`src/rtl/adrv9001_tx_feeder.sv`:
```
// TX feeder ahead of the ADRV9001 channel: FIFO with start-threshold priming,
// fixed-length bursts, zero-fill on underflow. Single clock (channel s_axis_aclk).
module adrv9001_tx_feeder #(
    parameter int DEPTH       = 16,
    parameter int START_LEVEL = 8
) (
    input  logic                     clk,
    input  logic                     rst,
    input  logic                     enable,
    input  logic [31:0]              burst_len,
    input  logic [31:0]              s_axis_tdata,
    input  logic                     s_axis_tvalid,
    output logic                     s_axis_tready,
    output logic [31:0]              m_axis_tdata,
    output logic                     m_axis_tvalid,
    input  logic                     m_axis_tready,
    output logic                     active,
    output logic                     done,
    output logic [15:0]              underflow_cnt,
    output logic [$clog2(DEPTH):0]   fifo_level
);

    localparam int AW    = $clog2(DEPTH);
    localparam int LVL_W = AW + 1;

    typedef enum logic [1:0] {IDLE, PRIME, RUN, DONE} state_t;

    state_t      state, state_nxt;
    logic [31:0] mem [DEPTH];
    logic [AW:0] wr_ptr, rd_ptr;
    logic [31:0] burst_len_q;
    logic [31:0] sample_cnt;
    logic        zero_hold;

    logic full, empty, zero_sel, xfer, push, pop, burst_end, flush;

    assign fifo_level = wr_ptr - rd_ptr;
    assign full       = (fifo_level == LVL_W'(DEPTH));
    assign empty      = (fifo_level == '0);
    // Once a zero-fill is offered and stalled, keep offering zero until it
    // transfers so the data stays stable even if a word lands meanwhile.
    assign zero_sel   = empty || zero_hold;
    assign xfer       = m_axis_tvalid && m_axis_tready;
    assign push       = s_axis_tvalid && s_axis_tready;
    assign pop        = xfer && !zero_sel;
    assign burst_end  = (burst_len_q != 32'd0) && (sample_cnt + 32'd1 == burst_len_q);
    assign flush      = (state_nxt == IDLE);

    assign m_axis_tdata = (m_axis_tvalid && !zero_sel) ? mem[rd_ptr[AW-1:0]] : 32'd0;

    always_comb begin
        state_nxt     = state;
        s_axis_tready = 1'b0;
        m_axis_tvalid = 1'b0;
        active        = 1'b0;
        done          = 1'b0;
        case (state)
            IDLE: begin
                if (enable) state_nxt = PRIME;
            end
            PRIME: begin
                s_axis_tready = enable && !full;
                if (fifo_level >= LVL_W'(START_LEVEL)) state_nxt = RUN;
            end
            RUN: begin
                s_axis_tready = enable && !full;
                m_axis_tvalid = 1'b1;
                active        = 1'b1;
                if (xfer && burst_end) state_nxt = DONE;
            end
            DONE: begin
                done      = 1'b1;
                state_nxt = IDLE;
            end
            default: state_nxt = IDLE;
        endcase
        // Abort wins over everything, including a burst completing this cycle.
        if (!enable) state_nxt = IDLE;
    end

    always_ff @(posedge clk) begin
        if (rst) begin
            state         <= IDLE;
            wr_ptr        <= '0;
            rd_ptr        <= '0;
            burst_len_q   <= 32'd0;
            sample_cnt    <= 32'd0;
            underflow_cnt <= 16'd0;
            zero_hold     <= 1'b0;
        end else begin
            state <= state_nxt;
            if (flush) begin
                wr_ptr <= '0;
                rd_ptr <= '0;
            end else begin
                if (push) wr_ptr <= wr_ptr + 1'b1;
                if (pop)  rd_ptr <= rd_ptr + 1'b1;
            end
            if (state == IDLE && enable) begin
                sample_cnt  <= 32'd0;
                burst_len_q <= burst_len;
            end else if (xfer) begin
                sample_cnt <= sample_cnt + 32'd1;
            end
            if (xfer && zero_sel && underflow_cnt != 16'hFFFF)
                underflow_cnt <= underflow_cnt + 16'd1;
            zero_hold <= m_axis_tvalid && !m_axis_tready && zero_sel;
        end
    end

    always_ff @(posedge clk) begin
        if (push) mem[wr_ptr[AW-1:0]] <= s_axis_tdata;
    end

endmodule

```
`config.mk`:
```
export PLATFORM = sky130hd
export DESIGN_NAME = adrv9001_tx_feeder
export DESIGN_NICKNAME = d
export VERILOG_FILES = /design/src/rtl/adrv9001_tx_feeder.sv
export SDC_FILE = /design/constraint.sdc
export NUM_CORES = 1
export LEC_CHECK = 0
export CORE_MARGIN = 4
export CORE_UTILIZATION = 37
export CTS_CLUSTER_SIZE = 30
export DETAILED_ROUTE_END_ITERATION = 10
export HOLD_SLACK_MARGIN = 0.03
export SETUP_SLACK_MARGIN = 0.3
export SLEW_MARGIN = 20
export SYNTH_ARGS = -nofsm -noshare
export SYNTH_HDL_FRONTEND = slang
export SYNTH_SLANG_ARGS = --single-unit
```
`constraint.sdc`:
```
create_clock -name clk -period 9.4 [get_ports clk]
set_input_delay 1.88 -clock clk [delete_from_list [all_inputs] [get_ports clk]]
set_output_delay 1.88 -clock clk [all_outputs]
set_load 0.05 [all_outputs]
```
; ---- After elaboration in Yosys (flattened, before gate mapping)
; Memories as Yosys holds them, arrays and structs flattened. A register that Yosys moved wholly into a read port is not among the register bits.
; Cells that the tools add are included.
[totals]
register_bits = 93
ramBits = 512
inputBits = 69
out_inout_bits = 57
mem_count = 1
[memory_table]
columns = memory, words, width, rd, rd_ports_with_merged_regs, write_ports, line
row1 = mem, 16, 32, 1, 1, 1, 29  ; logic [31:0] mem [DEPTH];
[classes]
add_sub_neg = 5
magnitude_cmp = 1
n_eq_ne = 6
muxes = 12
reduce_logical = 23
[ops]
columns = operator, n
row1 = "adder 32 x 1 -> 32 bit, second input constant", 1
row2 = == test 32 bit, 1
row3 = two-way mux 32 bit, 1
row4 = nonzero test 32 bit, 1
row5 = "adder 16 x 1 -> 16 bit, second input constant", 1
row6 = "inequality test 16 bit, second input constant", 1
row7 = logical AND 1 bit, 12
row8 = "adder 5 x 1 -> 5 bit, second input constant", 2
row9 = two-way mux 4 bit, 2
row10 = one-hot mux 2 bit (4 select lines), 1
row11 = two-way mux 2 bit, 3
row12 = OR reduction 2 bit, 3
row13 = "== test 5 bit, second input constant", 1
row14 = ">= comparator 5 x 4 -> 1 bit, second input constant", 1
row15 = zero test 5 bit, 1
row16 = two-way mux 1 bit, 5
row17 = subtractor 5 bit, 1
row18 = "== test 2 bit, second input constant", 2
row19 = zero test 2 bit, 2
row20 = zero test 1 bit, 3
row21 = "== test 2 x 1 -> 1 bit, second input constant", 1
row22 = logical OR 1 bit, 1

; ---- Longest topological paths before layout
; Gate-level depths: netlist of the first run.
[depth]
word_depth = 10
mapped_depth = 12
ltp_nobuf = 11

; ---- Worst setup path after synthesis of the first run
; No wires, ideal clock.
[synth_timing]
path_kind = flip-flop to flip-flop
startpoint = register wr_ptr[0]
endpoint = memory mem[3][0] (enable)
setup_time_ns = 0.461
arrival_time_ns = 5.150
required_ns = 8.939
slack_ns = 3.789
stages_incl_launch_ff = 9
path_buffers = 0
cell_sequence = dfxtp_1 -> inv_1 -> ha_1 -> fa_1 -> xnor2_1 -> nor3_1 -> a311oi_2 -> nand2_1 -> nor3_1
[synth_between]
elab_chain_cells = 8
[synth_rtl]
columns = element, line
row1 = "start, declared", 30  ; logic [AW:0] wr_ptr, rd_ptr;
row2 = "start signal, assigned", 96  ; if (push) wr_ptr <= wr_ptr + 1'b1;
row3 = subtractor 5 bit, 37  ; assign fifo_level = wr_ptr - rd_ptr;
row4 = via fifo_level[2], 20  ; output logic [$clog2(DEPTH):0] fifo_level
row5 = == test 5 bit, 38  ; assign full = (fifo_level == LVL_W'(DEPTH));
row6 = zero test 1 bit, "62, 66"
row7 = logical AND 1 bit, "62, 66"
row8 = two-way mux 1 bit, -
row9 = logical AND 1 bit, 44  ; assign push = s_axis_tvalid && s_axis_tready;
row10 = two-way mux 1 bit, 112  ; if (push) mem[wr_ptr[AW-1:0]] <= s_axis_tdata;
row11 = two-way mux 1 bit (not written as such), 112
row12 = "end, declared", 29
; The timed path passes the listed nets, and every way through them passes these cells.

==> results of run 1 <==
[layout by cell type, fill, tap and decap left out, drive strengths merged, types with 27 or more instances in the layout]
| cell type | n |
|---|---|
| edfxtp | 512 |
| mux4 | 160 |
| clkdlybuf4s50 | 124 |
| nand2 | 103 |
| dfxtp | 97 |
| clkbuf | 80 |
| nor2 | 75 |
| a21oi | 52 |
| xnor2 | 50 |
| and3 | 45 |
| xor2 | 35 |
| buf | 28 |
| nand3 | 27 |
[final timing paths]
check,startpoint,end,slack (ns),depth (start not counted)
worst min register to register,burst_len_q[12],burst_len_q[12],0.49,2
worst max-delay path,register,m_axis_tdata[23],3.04,5
worst max register to register,wr_ptr[0],mem[3][27],5.03,11
worst min-delay path,burst_len_q[12],burst_len_q[12],0.49,2
[stage by stage]
stage	hold slack [ns]	cell area, um2	total power [mW]
6_report	0.494	29300	5.57
5_1_grt	0.517	29300	5.77
4_1_cts	0.497	29300	5.65
3_5_place_dp	0.487	27200	3.12
3_3_place_gp	0.471	27200	3.12
2_1_floorplan	0.454	24800	3.05
[power groups by stage]
| stage | registers (mW) | clock network (mW) | logic [mW] |
|---|---|---|---|
| 2_1_floorplan | 3.00 | 0 | 0.0518 |
| 3_3_place_gp | 3.00 | 0 | 0.118 |
| 3_5_place_dp | 3.00 | 0 | 0.121 |
| 4_1_cts | 2.94 | 2.58 | 0.122 |
| 5_1_grt | 2.94 | 2.69 | 0.134 |
| 6_report | 2.94 | 2.51 | 0.121 |
[Yosys cell counts, types with 3 or more instances]
master / number / area [um2]
a21oi_1: 52 / 260
and2_1: 5 / 31.3
and3_1: 45 / 282
and4_1: 7 / 61.3
buf_1: 18 / 67.6
buf_2: 5 / 25.0
buf_4: 4 / 30.0
clkbuf_1: 49 / 184
dfxtp_1: 97 / 1940
edfxtp_1: 512 / 15400
ha_1: 17 / 213
inv_1: 19 / 71.3
mux4_2: 160 / 3600
nand2_1: 103 / 387
nand2b_1: 9 / 56.3
nand3_1: 25 / 125
nand4_1: 19 / 119
nor2_1: 64 / 240
nor2_2: 10 / 62.6
nor2b_1: 7 / 43.8
nor3_1: 16 / 80.1
nor3b_1: 4 / 30.0
nor4_1: 14 / 87.6
o2111a_1: 3 / 33.8
o21ai_0: 21 / 105
or2_2: 5 / 31.3
or3_1: 13 / 81.3
or4_4: 3 / 33.8
xnor2_1: 50 / 438
xor2_1: 35 / 307
[layer usage]
layer | track usage | up-vias | routed length (um)
met3 | 0.0285 | 86 | 3180
met4 | 0.0413 | 2 | 1050
met2 | 0.266 | 348 | 28000
li1 | - | 5932 | -
met5 | 0 | - | 20
met1 | 0.218 | 6803 | 24600
[sequential cells by signal, indices dropped and copies added (netlist names), named ones only]
signal,cells
state,2
mem,512
wr_ptr,5
underflow_cnt,16
burst_len_q,32
zero_hold,1
rd_ptr,5
sample_cnt,32
[worst max-delay path, stage by stage (launching register included)]
cell             delay [ns]
dfxtp_4                0.95
buf_4                  0.91
mux4_2                 0.43
mux4_2                 0.54
and3_1                 0.21
clkdlybuf4s50_1        0.70
[cells by family after synthesis]
| group | after synthesis | synth area share |
|---|---|---|
| flops | 609 | 0.697 |
| simple gates | 363 | 0.0768 |
| mux | 163 | 0.146 |
| compound gates | 99 | 0.0244 |
| buf+inv | 96 | 0.0157 |
| xor+xnor | 85 | 0.0300 |
| fa+ha+maj | 18 | 0.00937 |
[area by class of cell]
| class | instances | area, um2 | area share |
|---|---|---|---|
| multi-input cells | 728 | 7240 | 0.247 |
| repair buffers | 152 | 1460 | 0.0499 |
| diodes | 4 | 10.0 | 0.000342 |
| clock inverters | 34 | 453 | 0.0155 |
| clock buffers | 80 | 1650 | 0.0563 |
| well taps | 864 | 1080 | 0.0369 |
| flip-flops and latches | 609 | 17300 | 0.592 |
| inverters | 19 | 71.3 | 0.00244 |
==> metrics, run 1 <==
wire length per cell=22.8 um; Global Route Usage Sum=0.159; min cycle time layout=6.36 ns; CTS buffer count=between 60 and 70; net count after synthesis=~1500; Crit. End Element=primary output; die area=between 70000 and 80000 um2; Clock power frac=0.450; largest net degree at the start of global routing=91; share of cells above drive strength 1=0.209; final WL=about 57000 um; Net Switching=approximately 1.1 mW; root buf cell=clkbuf_16; final worst-path cycle share=0.677; Placeable Area=66100 um2; Via density=between 5 and 6; FMAX=~0.16 GHz; Sw Share=0.202; Longest Clk Path Bufs=3; final core utilization=0.443; fillers=roughly 5700; Final Non-Filler Cells=between 2000 and 2500; Final setup viols=0; CTS clk-pin slew, worst paths=roughly 0.060 ns; clk_lat worst skew=approximately 0.63 ns; Ports=126; vias=13200; Final ANT Viol Nets=0; initial core utilization=0.376; data required time at the worst endpoint=7.52 ns; Max-cap violations=0; Setup Buffers After CTS=0; Arr. time, crit path=roughly 4.5 ns; Post-synth EDFFs=512; Setup Skew=~0.026 ns; gr ovfl total=0; CP startpoint kind=register; Hold Vio Cnt, Final=0; Syn-to-layout area delta=17.9%; post-synthesis average cell area=about 17 um2; dpl ws=between 3 and 4 ns; Post-layout nets=around 1700; H-tree level count=2; die width=approximately 270 um; TritonCTS clock tree=built; port buffer count=between 100 and 150; die height=267 um; vias in the first global route=roughly 14000; DRC errors left=0; unrepaired setup endpoints after global routing=false; HP Class=reg -> reg; Syn Inst Count=1433; RePlAce Congestion=0.802; Detail Placement HPWL=30800 um; relative slew slack=0.322; Comb pwr share=0.022; initial antenna violation count=5; Inst Count DP=2372; status=completed; setup slack after layout=approximately 3.0 ns; first-pass iteration count of the detailed router=5; Unique masters post-synth=65; Seq pwr share=0.528; 1st-iter DRT viols=slightly above 1000; CTS sink cnt=609; Slew Viols, Final=0; Max VDD drop=about 0.16 mV; Leak Pwr=approximately 9.1 nW; critical path class=reg -> out; ys flop type=edfxtp_1; Cell Int Power=~4.4 mW; Synth Register Bits=around 610; row cnt=94; Crit Path Max Fanout=69; PostCTS Resize Cnt=0; Post-Syn Area=~25000 um2; Async SR Flop Fraction=0; first-pass GRT wire length=between 80000 and 90000 um; Yosys Warn Count=0; Fin Setup TNS=0 ns; Worst-Margin Slew=around 1.0 ns; P per Cell Area=around 190 nW/um2; fraction of the yosys area taken by sequential cells=0.697; Hold Buf Count CTS=0
No activity file was read; power rests on OpenSTA's default activity.
==> run 2: changes to the inputs <==
clock period = 5.9 ns   (was 9.4 ns; I/O delays follow)
==> run 2 against run 1 <==
Net effect: die area is the same; critical path depth grew 6; largest cell class unchanged; power increased by 64%; routed wire length up 3.3%; final cell count rose by 0.84%; hold slack lost 0.0074 ns; via count rose by 1.5%; sequential cell count did not move.
==> metrics, run 2 (same netlist as run 1, synthesis figures left out) <==
Max-cap violations=0 (unchanged); RePlAce Congestion=0.811 (+1.0%); unrepaired setup endpoints after global routing=false; r2r worst-path depth=11 (unchanged); row cnt=94 (unchanged); root buf cell=clkbuf_16; P per Cell Area=309 nW/um2 (+62%); vias=13400 (+1.5%); Arr. time, crit path=4.13 ns (-0.35 ns); met2 usage=0.275 (+0.00933); final worst-path cycle share=0.900; Hold Buf Count CTS=0 (unchanged); Final setup viols=0 (unchanged); placed cell area=27300 um2 (+0.47%); die width=267 um (unchanged); CP startpoint kind=register; Longest Clk Path Bufs=3 (unchanged); PostCTS Resize Cnt=0 (unchanged); Detail Placement HPWL=33500 um (+8.7%); GRT busiest layer=met2; Setup Skew=0.0240 ns (-0.00175 ns); DRC errors left=0 (unchanged); CTS clk-pin slew, worst paths=0.06 ns (about the same); most frequent cells in the layout=edfxtp_1, mux4_2, clkdlybuf4s50_1; relative slew slack=0.315 (-0.00709); Fin Setup TNS=0 ns (unchanged); Ports=126 (unchanged); Setup Buffers After CTS=0 (unchanged); initial core utilization=0.376 (unchanged); die area=71300 um2 (unchanged); crit path to=m_axis_tdata[24]; gr ovfl total=0 (unchanged); Crit. End Element=primary output; Slew Viols, Final=0 (unchanged); Final ANT Viol Nets=0 (unchanged); Critical path origin=wr_ptr[0]; HP Class=reg -> reg; port buffer count=125 (unchanged); max reg flops=512 (unchanged); first-pass GRT wire length=88800 um (+3.4%); Reg2Reg Capture Point=mem[12][1]; Post-layout nets=1676 (+1.1%); min cycle time layout=around 5.3 ns; first-pass iteration count of the detailed router=4 (-1); share of cells above drive strength 1=0.216 (+0.00707); clk_lat worst skew=0.61 ns (-0.02 ns); data required time at the worst endpoint=4.72 ns (-2.80 ns); setup slack, reg-to-reg=1.73 ns (-3.30 ns); met1 Usage GRT=0.225 (+0.00614); most common cell after layout, fill and taps aside=edfxtp_1; Hold Vio Cnt, Final=0 (unchanged); vias in the first global route=13900 (+2.9%); status=completed; die height=267 um (unchanged); Syn-to-layout area delta=19.2%; fillers=5717 (-0.37%); Via density=5.32 (+0.63%); initial antenna violation count=5 (unchanged); critical path class=reg -> out; Worst-Margin Slew=1.03 ns (+0.0106 ns); Total Power=9.13 mW (+64%); design area=29600 um2 (+1.0%); 1st-iter DRT viols=987 (-4.7%); final WL=58700 um (+3.3%); CTS sink cnt=609 (unchanged); Leak Pwr=9.21 nW (+1.4%); GR Util met3=0.0349 (+0.00643); H-tree level count=3 (+1); largest net degree at the start of global routing=55 (-40%); final core utilization=0.448 (+0.00454); wire length per cell=23.4 um (+2.5%); Placeable Area=66100 um2 (unchanged); Global Route Usage Sum=0.166 (+0.00640); Crit Path Max Fanout=19 (-72%); CTS buffer count=68 (+11%); FMAX=0.188 GHz; RR Startpoint=wr_ptr[0]; Max VDD drop=0.250 mV (+52%); TritonCTS clock tree=built
==> run 2: final cells by class <==
type,count,area (um2),area share
Antenna cell,4,10.0,0.000338
Clock buffer,84,1810,0.0613
Clock inverter,40,460,0.0156
Inverter,19,71.3,0.00241
Multi-Input combinational cell,728,7240,0.245
Sequential cell,609,17300,0.586
Tap cell,864,1080,0.0365
Timing Repair Buffer,163,1580,0.0535
==> run 2: where the power goes <==
group	internal, mW	total, mW	switching, mW
combinational	0.0807	0.196	0.115
clock	2.49	4.24	1.75
sequential	4.67	4.69	0.0187
==> run 2: metal layers <==
metal,up-vias,wire length [um]
li1,5975,-
met5,-,13
met2,379,28900
met1,6925,25100
met4,2,1180
met3,85,3450
==> run 2: metrics by stage <==
stage	setup slack, ns	cells	hold slack, ns
global placement	1.10	2383	0.476
finish	0.591	2511	0.487
CTS	0.324	2507	0.491
floorplan	0.309	1433	0.454
global route	0.360	2507	0.525
detailed placement	0.992	2383	0.479
==> run 2: worst min-delay path by stage <==
stage / end / slack [ns] / startpoint / cells past startpoint
final: burst_len_q[5] / 0.49 / burst_len_q[5] / 2
after global routing: burst_len_q[5] / 0.53 / burst_len_q[5] / 2
after CTS: burst_len_q[5] / 0.49 / burst_len_q[5] / 2
after detailed placement: burst_len_q[21] / 0.48 / burst_len_q[21] / 2
after global placement: burst_len_q[21] / 0.48 / burst_len_q[21] / 2
after floorplan: burst_len_q[8] / 0.45 / burst_len_q[8] / 2
==> run 2: critical path, cell delays in order (launching register included) <==
cell and delay [ns]:
dfxtp_1 0.41, inv_1 0.11, ha_1 0.23, fa_1 0.40, nor2b_1 0.13, o21ai_0 0.10, and3_1 0.21, o221ai_1 0.30
and2_4 0.41, buf_12 0.22, and3_1 0.18, clkdlybuf4s50_1 0.82
